<file path="config.mk">
export PLATFORM = sky130hd
export DESIGN_NAME = spi_regfile
export DESIGN_NICKNAME = d
export VERILOG_FILES = /design/src/rtl/spi_regfile.sv
export SDC_FILE = /design/constraint.sdc
export NUM_CORES = 1
export LEC_CHECK = 0
export CAP_MARGIN = 20
export CORE_ASPECT_RATIO = 0.75
export CORE_UTILIZATION = 40
export CTS_CLUSTER_SIZE = 12
export DETAILED_ROUTE_END_ITERATION = 8
export PLACE_DENSITY = 0.68
export RECOVER_POWER = 100
export SYNTH_ARGS = -nofsm -noshare
export SYNTH_HDL_FRONTEND = slang
export SYNTH_SLANG_ARGS = --single-unit
</file>
<file path="constraint.sdc">
create_clock -name I_clk -period 4.1 [get_ports I_clk]
set_clock_uncertainty 0.05 [all_clocks]
set_input_delay 0.82 -clock I_clk [delete_from_list [all_inputs] [get_ports I_clk]]
set_output_delay 0.82 -clock I_clk [all_outputs]
set_load 0.02 [all_outputs]
</file>
<file path="src/rtl/spi_regfile.sv">
// ============================================================================
// Module      : spi_regfile
// Description : SPI register-file back end. Assembles address and data bytes
//               from the SPI control strobes, commits writes to shadow
//               registers, serialises read data onto SDO and copies the
//               shadow set to the active outputs on a transfer command.
// Revision    : 1.0 - initial release
// ============================================================================
`default_nettype none

module spi_regfile #(
    parameter int              NREGS        = 16,
    parameter logic [12:0]     XFER_ADDR    = 13'h0FF,
    parameter bit              ASCEND       = 1'b0,
    parameter logic [NREGS*8-1:0] RESET_VALUES = '0
) (
    input  logic               I_clk,
    input  logic               I_rst,
    input  logic               I_csb_n,
    input  logic               I_sdi,
    input  logic               I_rw,
    input  logic               I_astrobe,
    input  logic               I_dstrobe,
    input  logic               I_sync,
    output logic               O_sdo,
    output logic               O_sdo_oe,
    output logic [NREGS*8-1:0] O_regs,
    output logic               O_xfer
);

    localparam int          IW       = (NREGS > 1) ? $clog2(NREGS) : 1;
    localparam logic [12:0] NREGS_A  = 13'(NREGS);
    localparam logic [12:0] ADDR_ONE = 13'd1;

    logic [7:0]  shadow [NREGS];
    logic [7:0]  active [NREGS];
    logic [12:0] addr;
    logic [7:0]  dsh;
    logic [7:0]  rsh;
    logic        sdo_oe;
    logic        xfer;
    logic        xfer_pend;

    logic        addr_hit;
    logic [12:0] addr_next;
    logic [7:0]  wbyte;
    logic [7:0]  rd_byte;

    assign addr_hit  = (addr < NREGS_A);
    assign addr_next = ASCEND ? (addr + ADDR_ONE) : (addr - ADDR_ONE);
    assign wbyte     = {dsh[6:0], I_sdi};

    // Unimplemented addresses, including the transfer register, read as zero.
    always_comb begin
        rd_byte = 8'h00;
        if (addr_hit) begin
            rd_byte = shadow[addr[IW-1:0]];
        end
    end

    always_ff @(posedge I_clk) begin
        if (I_rst) begin
            for (int i = 0; i < NREGS; i++) begin
                shadow[i] <= RESET_VALUES[8*i +: 8];
                active[i] <= RESET_VALUES[8*i +: 8];
            end
            addr      <= '0;
            dsh       <= '0;
            rsh       <= '0;
            sdo_oe    <= 1'b0;
            xfer      <= 1'b0;
            xfer_pend <= 1'b0;
        end else begin
            // The copy runs regardless of chip select so a transfer
            // commanded at the end of a frame is never lost.
            xfer      <= xfer_pend;
            xfer_pend <= 1'b0;
            if (xfer_pend) begin
                for (int i = 0; i < NREGS; i++) begin
                    active[i] <= shadow[i];
                end
            end

            if (I_csb_n) begin
                addr   <= '0;
                dsh    <= '0;
                rsh    <= '0;
                sdo_oe <= 1'b0;
            end else begin
                if (I_astrobe) begin
                    addr <= {addr[11:0], I_sdi};
                end
                if (I_dstrobe && !I_rw) begin
                    dsh <= {dsh[6:0], I_sdi};
                end
                if (I_dstrobe && I_rw && !I_sync) begin
                    rsh <= {rsh[6:0], 1'b0};
                end
                if (I_sync) begin
                    addr <= addr_next;
                    if (!I_rw) begin
                        if (addr_hit) begin
                            shadow[addr[IW-1:0]] <= wbyte;
                        end
                        if ((addr == XFER_ADDR) && wbyte[0]) begin
                            xfer_pend <= 1'b1;
                        end
                    end else begin
                        rsh    <= rd_byte;
                        sdo_oe <= 1'b1;
                    end
                end
            end
        end
    end

    for (genvar g = 0; g < NREGS; g++) begin : g_flat
        assign O_regs[8*g +: 8] = active[g];
    end

    assign O_sdo    = rsh[7];
    assign O_sdo_oe = sdo_oe;
    assign O_xfer   = xfer;

endmodule

`default_nettype wire

</file>
==> results of run 1 <==
[metal layers]
metal / track usage / vias to the layer above / share of wire
met5: 0 / - / 0
met4: 0.0416 / 0 / 0.018
met3: 0.0390 / 41 / 0.080
met2: 0.272 / 296 / 0.45
met1: 0.278 / 3547 / 0.45
li1: - / 3303 / -
[how the worst max path moves through the flow]
stage / end / cells after the start
2_1_floorplan: active[0][0] / 3
4_1_cts: shadow[2][7] / 5
5_1_grt: shadow[1][5] / 5
3_3_place_gp: shadow[1][4] / 5
6_report: shadow[1][5] / 5
3_5_place_dp: shadow[2][4] / 5
[sequential cells by signal, summed over array words and instances, names as in the netlist, named ones only]
signal / count
xfer_pend: 1
O_sdo_oe: 1
active: 128
O_xfer: 1
rsh: 8
addr: 13
shadow: 128
dsh: 7
[layout make-up]
| class | instances | area (um^2) |
|---|---|---|
| fillers | 2639 | 15400 |
| diodes | 2 | 5.00 |
| inverters | 7 | 26.3 |
| clock buffers | 50 | 857 |
| clock inverters | 4 | 25.0 |
| well taps | 399 | 499 |
| multi-input cells | 480 | 3690 |
| flip-flops and latches | 291 | 8390 |
| repair buffers | 148 | 1480 |
[through the flow]
stage | instances | hold slack [ns]
2_1_floorplan | 841 | 0.403
3_3_place_gp | 1324 | 0.424
3_5_place_dp | 1324 | 0.424
4_1_cts | 1378 | 0.451
5_1_grt | 1379 | 0.457
6_report | 1381 | 0.435
[cells by family after synthesis]
logic type               share of synthesized area
multiplexers                                0.0783
adder cells (fa/ha/maj)                    0.00502
AO/OA/AOI/OAI                               0.0348
buffers and inverters                       0.0241
flip-flops                                   0.674
AND/OR/NAND/NOR                              0.184
[synthesized netlist by cell type, drive strengths merged, types with 6 or more instances]
cell type  instances
nor2              14
nand3              8
o22a               7
o21ai             13
a31oi              8
o2111ai            6
nor2b             55
mux4              32
or2               26
and3              13
nor4               6
edfxtp           256
and2             209
clkbuf            37
mux2i             22
inv                7
a221oi             6
dfxtp             35
buf               26
[power by group through the flow]
stage                     clock network [uW]  registers (uW)  logic, uW
after global routing                    2650            3420        490
after CTS                               2520            3410        486
after floorplan                            0            3500        244
after global placement                     0            3480        479
final                                   2480            3410        461
after detailed placement                   0            3480        485
==> results summary, run 1 <==
The width of the die came out at ~200 um. The flow ran to the end, but the final reports show violations. The most instantiated flip-flop cell in the synthesis netlist is sky130_fd_sc_hd__edfxtp_1. The tightest min-delay check is of the reg -> reg type.

In this run, post-CTS hold repair placed 0 buffers. Entering global routing, the biggest net connects between 70 and 80 pins. In this run the power spent charging and discharging nets is between 1000 and 1500 uW. For the pin with the worst max-slew slack, the measured transition is approximately 1.9 ns. The highest fanout seen on the critical path came out at 17. The least setup slack across all paths after layout is slightly below 0.6 ns. The placer congestion estimate came out at between 0.8 and 0.9. Summing internal, switching and leakage power gives 6350 uW.

The first global-routing pass estimated 43500 um of wire. Counting instances, the worst hold path has a depth of 1. The area growth from synthesis to final layout is 20.2%. The fraction of the core area covered by cells at the end of the flow came out at 0.492.

In this run the most critical hold path is launched from O_sdo_oe. The net count of the mapped netlist came out at around 850. Sorting the synthesized cells by area gives the leading types as sky130_fd_sc_hd__edfxtp_1 62%, sky130_fd_sc_hd__and2_1 11%, sky130_fd_sc_hd__mux4_2 5.8%. Once placement finished, the instance area stood at around 14000 um^2. The number of enable-type register cells in the synthesized netlist is about 260. The number of design rule violations left after detail routing came out at 0.

The final-stage net count came out at slightly below 1000. The worst register-to-register path ends at shadow[1][5]. The TritonCTS clock tree is yes. The number of max-slew violations in the final report is 40. The initial antenna violation count is 2.

The share of synthesized area in the top cell type comes to 0.617. The count of endpoints failing hold in the final timing report is 0. The library cell with the largest summed area after synthesis is sky130_fd_sc_hd__edfxtp_1.

The initial utilization of the core area, before any placement, comes to 0.409. The count of cells resized by post-cts repair is 0. In this run, synthesis produced a sequential element count of between 200 and 300. The number of clock buffers added by TritonCTS is 30. The final reports fail on max-capacitance violations, max-slew violations. The required time reported for the critical path endpoint is ~4.2 ns.

The beginning of the worst register-to-register path is addr[9]. The count of cell types in the netlist came out at 52. The critical path data arrival time came out at roughly 3.6 ns. Measured against its own limit, the worst slew margin works out to -0.256. The residual antenna-violating net count after detailed routing is 0. The mean instance size in the synthesized netlist came out at 14.8 um^2. IR analysis of the VDD net gives a maximum drop of between 0.0002 and 0.00025 V. Counting along the longest clock path gives a buffer depth of 3.

The worst setup path is of the in -> reg kind. The number of buffers added on ports came out at between 100 and 150. The combinational fraction of design power is 0.073. The part of the cycle the worst path needs came out at 0.856. The startpoint type of the worst setup path is an input port. The floorplan die area is about 32000 um^2. For hold timing, the worst endpoint is O_sdo_oe. The count of routing violations after the opening detailed-route iteration is around 760.

The worst slack after detailed placement came out at approximately 0.60 ns. The total routing resource utilization after global routing is 0.184. The number of sinks driven by the clock tree is about 290. The share of synthesized registers carrying an async set or reset came out at 0. The number of iterations in the first detailed-routing pass is 5. The critical path goes through dlygate4sd3_1 -> or4b_1 -> nor4_1 -> and3_1 -> or2_0. The total power density per cell area is 424 nW/um^2. CTS placed an instance of sky130_fd_sc_hd__clkbuf_16 at the clock tree root. Tracing the worst setup path back leads to its startpoint at I_rw. For this run, the register share of the synthesized area comes to 0.674. Setup repair after global routing left no endpoint under its margin. The library cells used most frequently in the layout, excluding fill and tap cells, are 256 x sky130_fd_sc_hd__edfxtp_1, 135 x sky130_fd_sc_hd__dlygate4sd3_1, 115 x sky130_fd_sc_hd__and2_0. For this design the top-level I/O count stands at about 140.

The y dimension of the die is 155 um. Among all stages on the critical path, the largest delay is contributed by sky130_fd_sc_hd__dlygate4sd3_1. The core region is ~30000 um^2. The via count of the first global-routing pass came out at just under 7000.

After detailed routing, the total wire length is 29100 um. The buffer count from post-CTS setup fixing came out at 0. The shortest clock period the worst path allows after layout came out at 3.51 ns. Summing all non-filler instances in the final layout gives an area of roughly 15000 um^2. Internal power comes to roughly 4900 uW.

After floorplanning, the core was divided into 55 placement rows. Counting both buffers and inverters, the worst setup path holds a total of 1. The fraction of final layout cells sized beyond drive strength 1 came out at 0.101. The biggest cell delay along the critical path came out at ~0.74 ns.

The overflow left after global routing is 0. The CTS H-tree depth is 1. The total of warnings raised by yosys came out at 0. The clock transition at the registers of the reported paths came out at 0.06 ns. Static timing analysis puts the maximum clock frequency at 285 MHz.

The power share of the clock group came out at 0.391. Synthesis produced between 800 and 900 cells. The cell depth of the worst flop-to-flop path is 4. The clock latency on the worst-skew pair came out at 0.55 ns. The number of max-cap violations is 1.

The portion of total power attributed to sequential cells is 0.537. In the final routed layout, each cell accounts on average for 21.0 um. The library cell used most frequently in the layout, excluding fill and tap cells, is sky130_fd_sc_hd__edfxtp_1. On the critical path the largest part of the delay comes from simple AND/OR/NAND/NOR gates.

Using the TritonRoute via totals, the vias-per-cell ratio works out to around 5.2. The total of endpoints with negative setup slack in the final report is 0. Summed over all nets, the half-perimeter wirelength after detailed placement is roughly 20000 um. The slack of the worst reg-to-reg path is approximately 0.99 ns. The overall via count from detail_route is a little over 7000. Summed over all failing endpoints, the final setup total negative slack is 0 ns. The area of the mapped netlist came out at about 12000 um^2.

The endpoint kind of the worst setup timing path is a register. The standby leakage power came out at between 0.005 and 0.006 uW. The switching part of the total is 0.223.
Power figures use the tool's default switching activity.
==> run 2, diff against run 1 <==
--- a/config.mk
+++ b/config.mk
@@ -6,7 +6,6 @@
 export NUM_CORES = 1
 export LEC_CHECK = 0
 export CAP_MARGIN = 20
-export CORE_ASPECT_RATIO = 0.75
 export CORE_UTILIZATION = 40
 export CTS_CLUSTER_SIZE = 12
 export DETAILED_ROUTE_END_ITERATION = 8
==> run 2 against run 1 <==
The flow still finishes with violations (max-capacitance violations, max-slew violations). First-iteration DRC count fell by 27%. Fmax rose by 1.8%. Clock power rose by 5%. Critical path depth rose by 1. Hold slack got worse by 0.0084 ns. Cell area rose by 0.29%. Global-route usage fell by 0.66 points. Sequential share of layout area fell by 0.16 points. Critical path type unchanged. Largest cell class unchanged.
==> results summary, run 2 (same netlist as run 1, synthesis figures left out) <==
The run finished, with violations left. The checks that failed: max-capacitance violations, max-slew violations. The beginning of the worst register-to-register path is addr[9]. The part of the cycle the worst path needs came out at 0.841 (-0.0152). The placer congestion estimate is 0.866 (+1.4%).

The combinational fraction of design power came out at 0.070 (-0.003). The number of buffers added on ports is 138 (unchanged). Setup repair after global routing left no endpoint under its margin. The total wirelength of the detailed-routed design is 28100 um (-3.3%). The clock transition at the registers of the reported paths is 0.06 ns (about the same). The endpoint identified for the worst register-to-register timing path is shadow[13][3].

The initial antenna violation count is 0 (-2). The transition at the pin with the smallest max-transition slack is 2.19 ns (+0.305 ns). The standby leakage power came out at 0.00535 uW (+0.23%). The number of max-slew violations in the final report is 47 (+18%).

TritonCTS built the clock tree. The commonest non-fill, non-tap cell in the layout is sky130_fd_sc_hd__edfxtp_1. In this run the worst hold path is classified as reg -> reg. The post-route setup TNS is 0 ns (unchanged).

The total of endpoints with negative setup slack in the final report is 0 (unchanged). The wire length per cell is 20.4 um (-2.9%). The shortest clock period the worst path allows after layout is 3.45 ns (-0.0625 ns). The final worst hold slack came out at 0.426 ns (-0.00839 ns). The total I/O pin count was 139 (unchanged).

The combined buffer and inverter count along the critical path is 2 (+1). The total power density per cell area came out at 430 nW/um^2 (+1.4%). The required time reported for the critical path endpoint came to 4.29 ns (+0.06 ns). The critical path data arrival time came out at 3.64 ns (about the same). In the layout the commonest cells are 256 x sky130_fd_sc_hd__edfxtp_1, 134 x sky130_fd_sc_hd__dlygate4sd3_1, 117 x sky130_fd_sc_hd__and2_0. The family with the most delay on the worst path is simple AND/OR/NAND/NOR gates. The peak ir drop on the vdd network was 0.000348 V (+67%). The number of gates on the worst path with buffers counted came out at 6 (+1). The cts-stage hold buffer count is 0 (unchanged). The slack of the worst reg-to-reg path is 0.94 ns (-0.05 ns). The number of core rows came to 64 (+16%).

The global-route wire length before repair came to 42000 um (-3.6%). The number of max-cap violations came to 1 (unchanged). The startpoint type of the worst setup path is an input port.

The mean number of vias per cell came out at 5.17 (-0.63%). The number of iterations in the first detailed-routing pass is 4 (-1). The area growth from synthesis to final layout is 20.6%. The highest-delay cell along the critical path is sky130_fd_sc_hd__dlygate4sd3_1. The overflow left after global routing came out at 0 (unchanged).

The buffer count from post-CTS setup fixing came out at 0 (unchanged). The CTS H-tree depth is 1 (unchanged). The power share of the clock group is 0.402 (+0.011). The initial standard-cell utilization of the core came out at 0.407 (-0.00231). The top achievable clock speed is 290 MHz (+1.8%). The number of diodes added for antenna fixing is 0 (-2). The count of routing violations after the opening detailed-route iteration is 549 (-27%).

The worst setup path is of the in -> reg kind. The core area came to 30600 um^2 (+0.57%). The fraction of the core area covered by cells at the end of the flow came out at 0.491 (-0.00135). The y dimension of the die is 178 um (+15%).

The largest registers in the layout are active x128, shadow x128, addr x13. The worst-case clock buffer depth is 3 (unchanged). The maximum number of pins on one net before global-route repair is 82 (+15%). The floorplan die area is 31800 um^2 (about the same). The overall via count from detail_route is 7116 (-0.99%). The worst setup path is captured at a register. The count of endpoints failing hold in the final timing report came out at 0 (unchanged). The number of sinks driven by the clock tree came out at 291 (unchanged). The switching part of the total is 0.219 (-0.00424). The biggest cell delay along the critical path came to 0.67 ns (-0.07 ns).

The clock latency on the worst-skew pair came out at 0.55 ns (about the same). The width of the die is 178 um (-13%). The fraction of final layout cells sized beyond drive strength 1 is 0.106 (+0.00510). The placed instance count is 1323 (-0.076%). The number of standard cells in the layout, taps in and fillers out was 1376 (-0.36%).

The cell internal power dissipation was 5040 uW (+2.3%). In this run the clock root is driven by a sky130_fd_sc_hd__clkbuf_16. The number of CTS-inserted buffers came out at 30 (unchanged). The total routing resource utilization after global routing is 0.178 (-0.00660). The most critical setup path has its startpoint at I_sync.

The count of cells resized by post-cts repair came to 0 (unchanged). The cell depth of the worst flop-to-flop path came out at 4 (unchanged). In this run the worst setup path terminates at shadow[3][0].

The net switching power of the design is 1420 uW (-0.19%). The HPWL reported at the end of detailed placement came out at 19400 um (-2.4%). The residual antenna-violating net count after detailed routing came out at 0 (unchanged). The highest fanout seen on the critical path is 12 (-5). The number of design rule violations left after detail routing is 0 (unchanged).

The final-stage net count is 973 (+0.21%). The critical path goes through dlygate4sd3_1 -> clkbuf_1 -> or4b_1 -> nor4_1 -> and3_1 -> or2_2. The portion of total power attributed to sequential cells is 0.528 (-0.009). The worst slew margin relative to its limit is -0.459 (-0.204).

The via count of the first global-routing pass is 6833 (-1.4%).
[run 2: worst reg2reg max path, stage by stage (launching register included)]
cell,delay [ns]
sky130_fd_sc_hd__dfxtp_1,0.33
sky130_fd_sc_hd__or4_1,0.72
sky130_fd_sc_hd__nor4_1,0.70
sky130_fd_sc_hd__and3_1,0.43
sky130_fd_sc_hd__or2_0,0.56
[run 2: final cells by class]
| class | instances | area (um^2) |
|---|---|---|
| flip-flops and latches | 291 | 8390 |
| inverters | 7 | 26.3 |
| repair buffers | 150 | 1470 |
| clock buffers | 46 | 842 |
| multi-input cells | 480 | 3710 |
| fillers | 2649 | 15600 |
| well taps | 396 | 495 |
| clock inverters | 6 | 85.1 |
[run 2: how the worst min path moves through the flow]
stage	from	slack, ns	cells after the start	end
6_report	rsh[0]	0.43	2	rsh[0]
5_1_grt	O_sdo_oe	0.45	1	O_sdo_oe
4_1_cts	rsh[0]	0.44	2	rsh[0]
3_5_place_dp	O_sdo_oe	0.43	1	O_sdo_oe
3_3_place_gp	O_sdo_oe	0.42	1	O_sdo_oe
2_1_floorplan	rsh[0]	0.40	2	rsh[0]
[run 2: stage by stage]
step	setup slack, ns	instance area (um^2)	total power (uW)
3_5_place_dp	0.591	14200	3960
4_1_cts	1.16	15100	6530
3_3_place_gp	0.605	14200	3950
2_1_floorplan	0.700	12500	3740
5_1_grt	0.515	15000	6660
6_report	0.651	15000	6460
[run 2: power groups by stage]
stage,clock network [uW],registers [uW],logic (uW)
after floorplan,0,3500,244
after detailed placement,0,3480,477
after CTS,2640,3420,479
after global placement,0,3480,472
final,2600,3410,454
after global routing,2750,3420,485
[run 2: metal layers]
metal	track usage	vias to the layer above	wire [um]
li1	-	3300	-
met1	0.248	3522	12000
met2	0.293	254	13700
met3	0.0243	38	1790
met4	0.0399	2	499
met5	0.0176	-	73
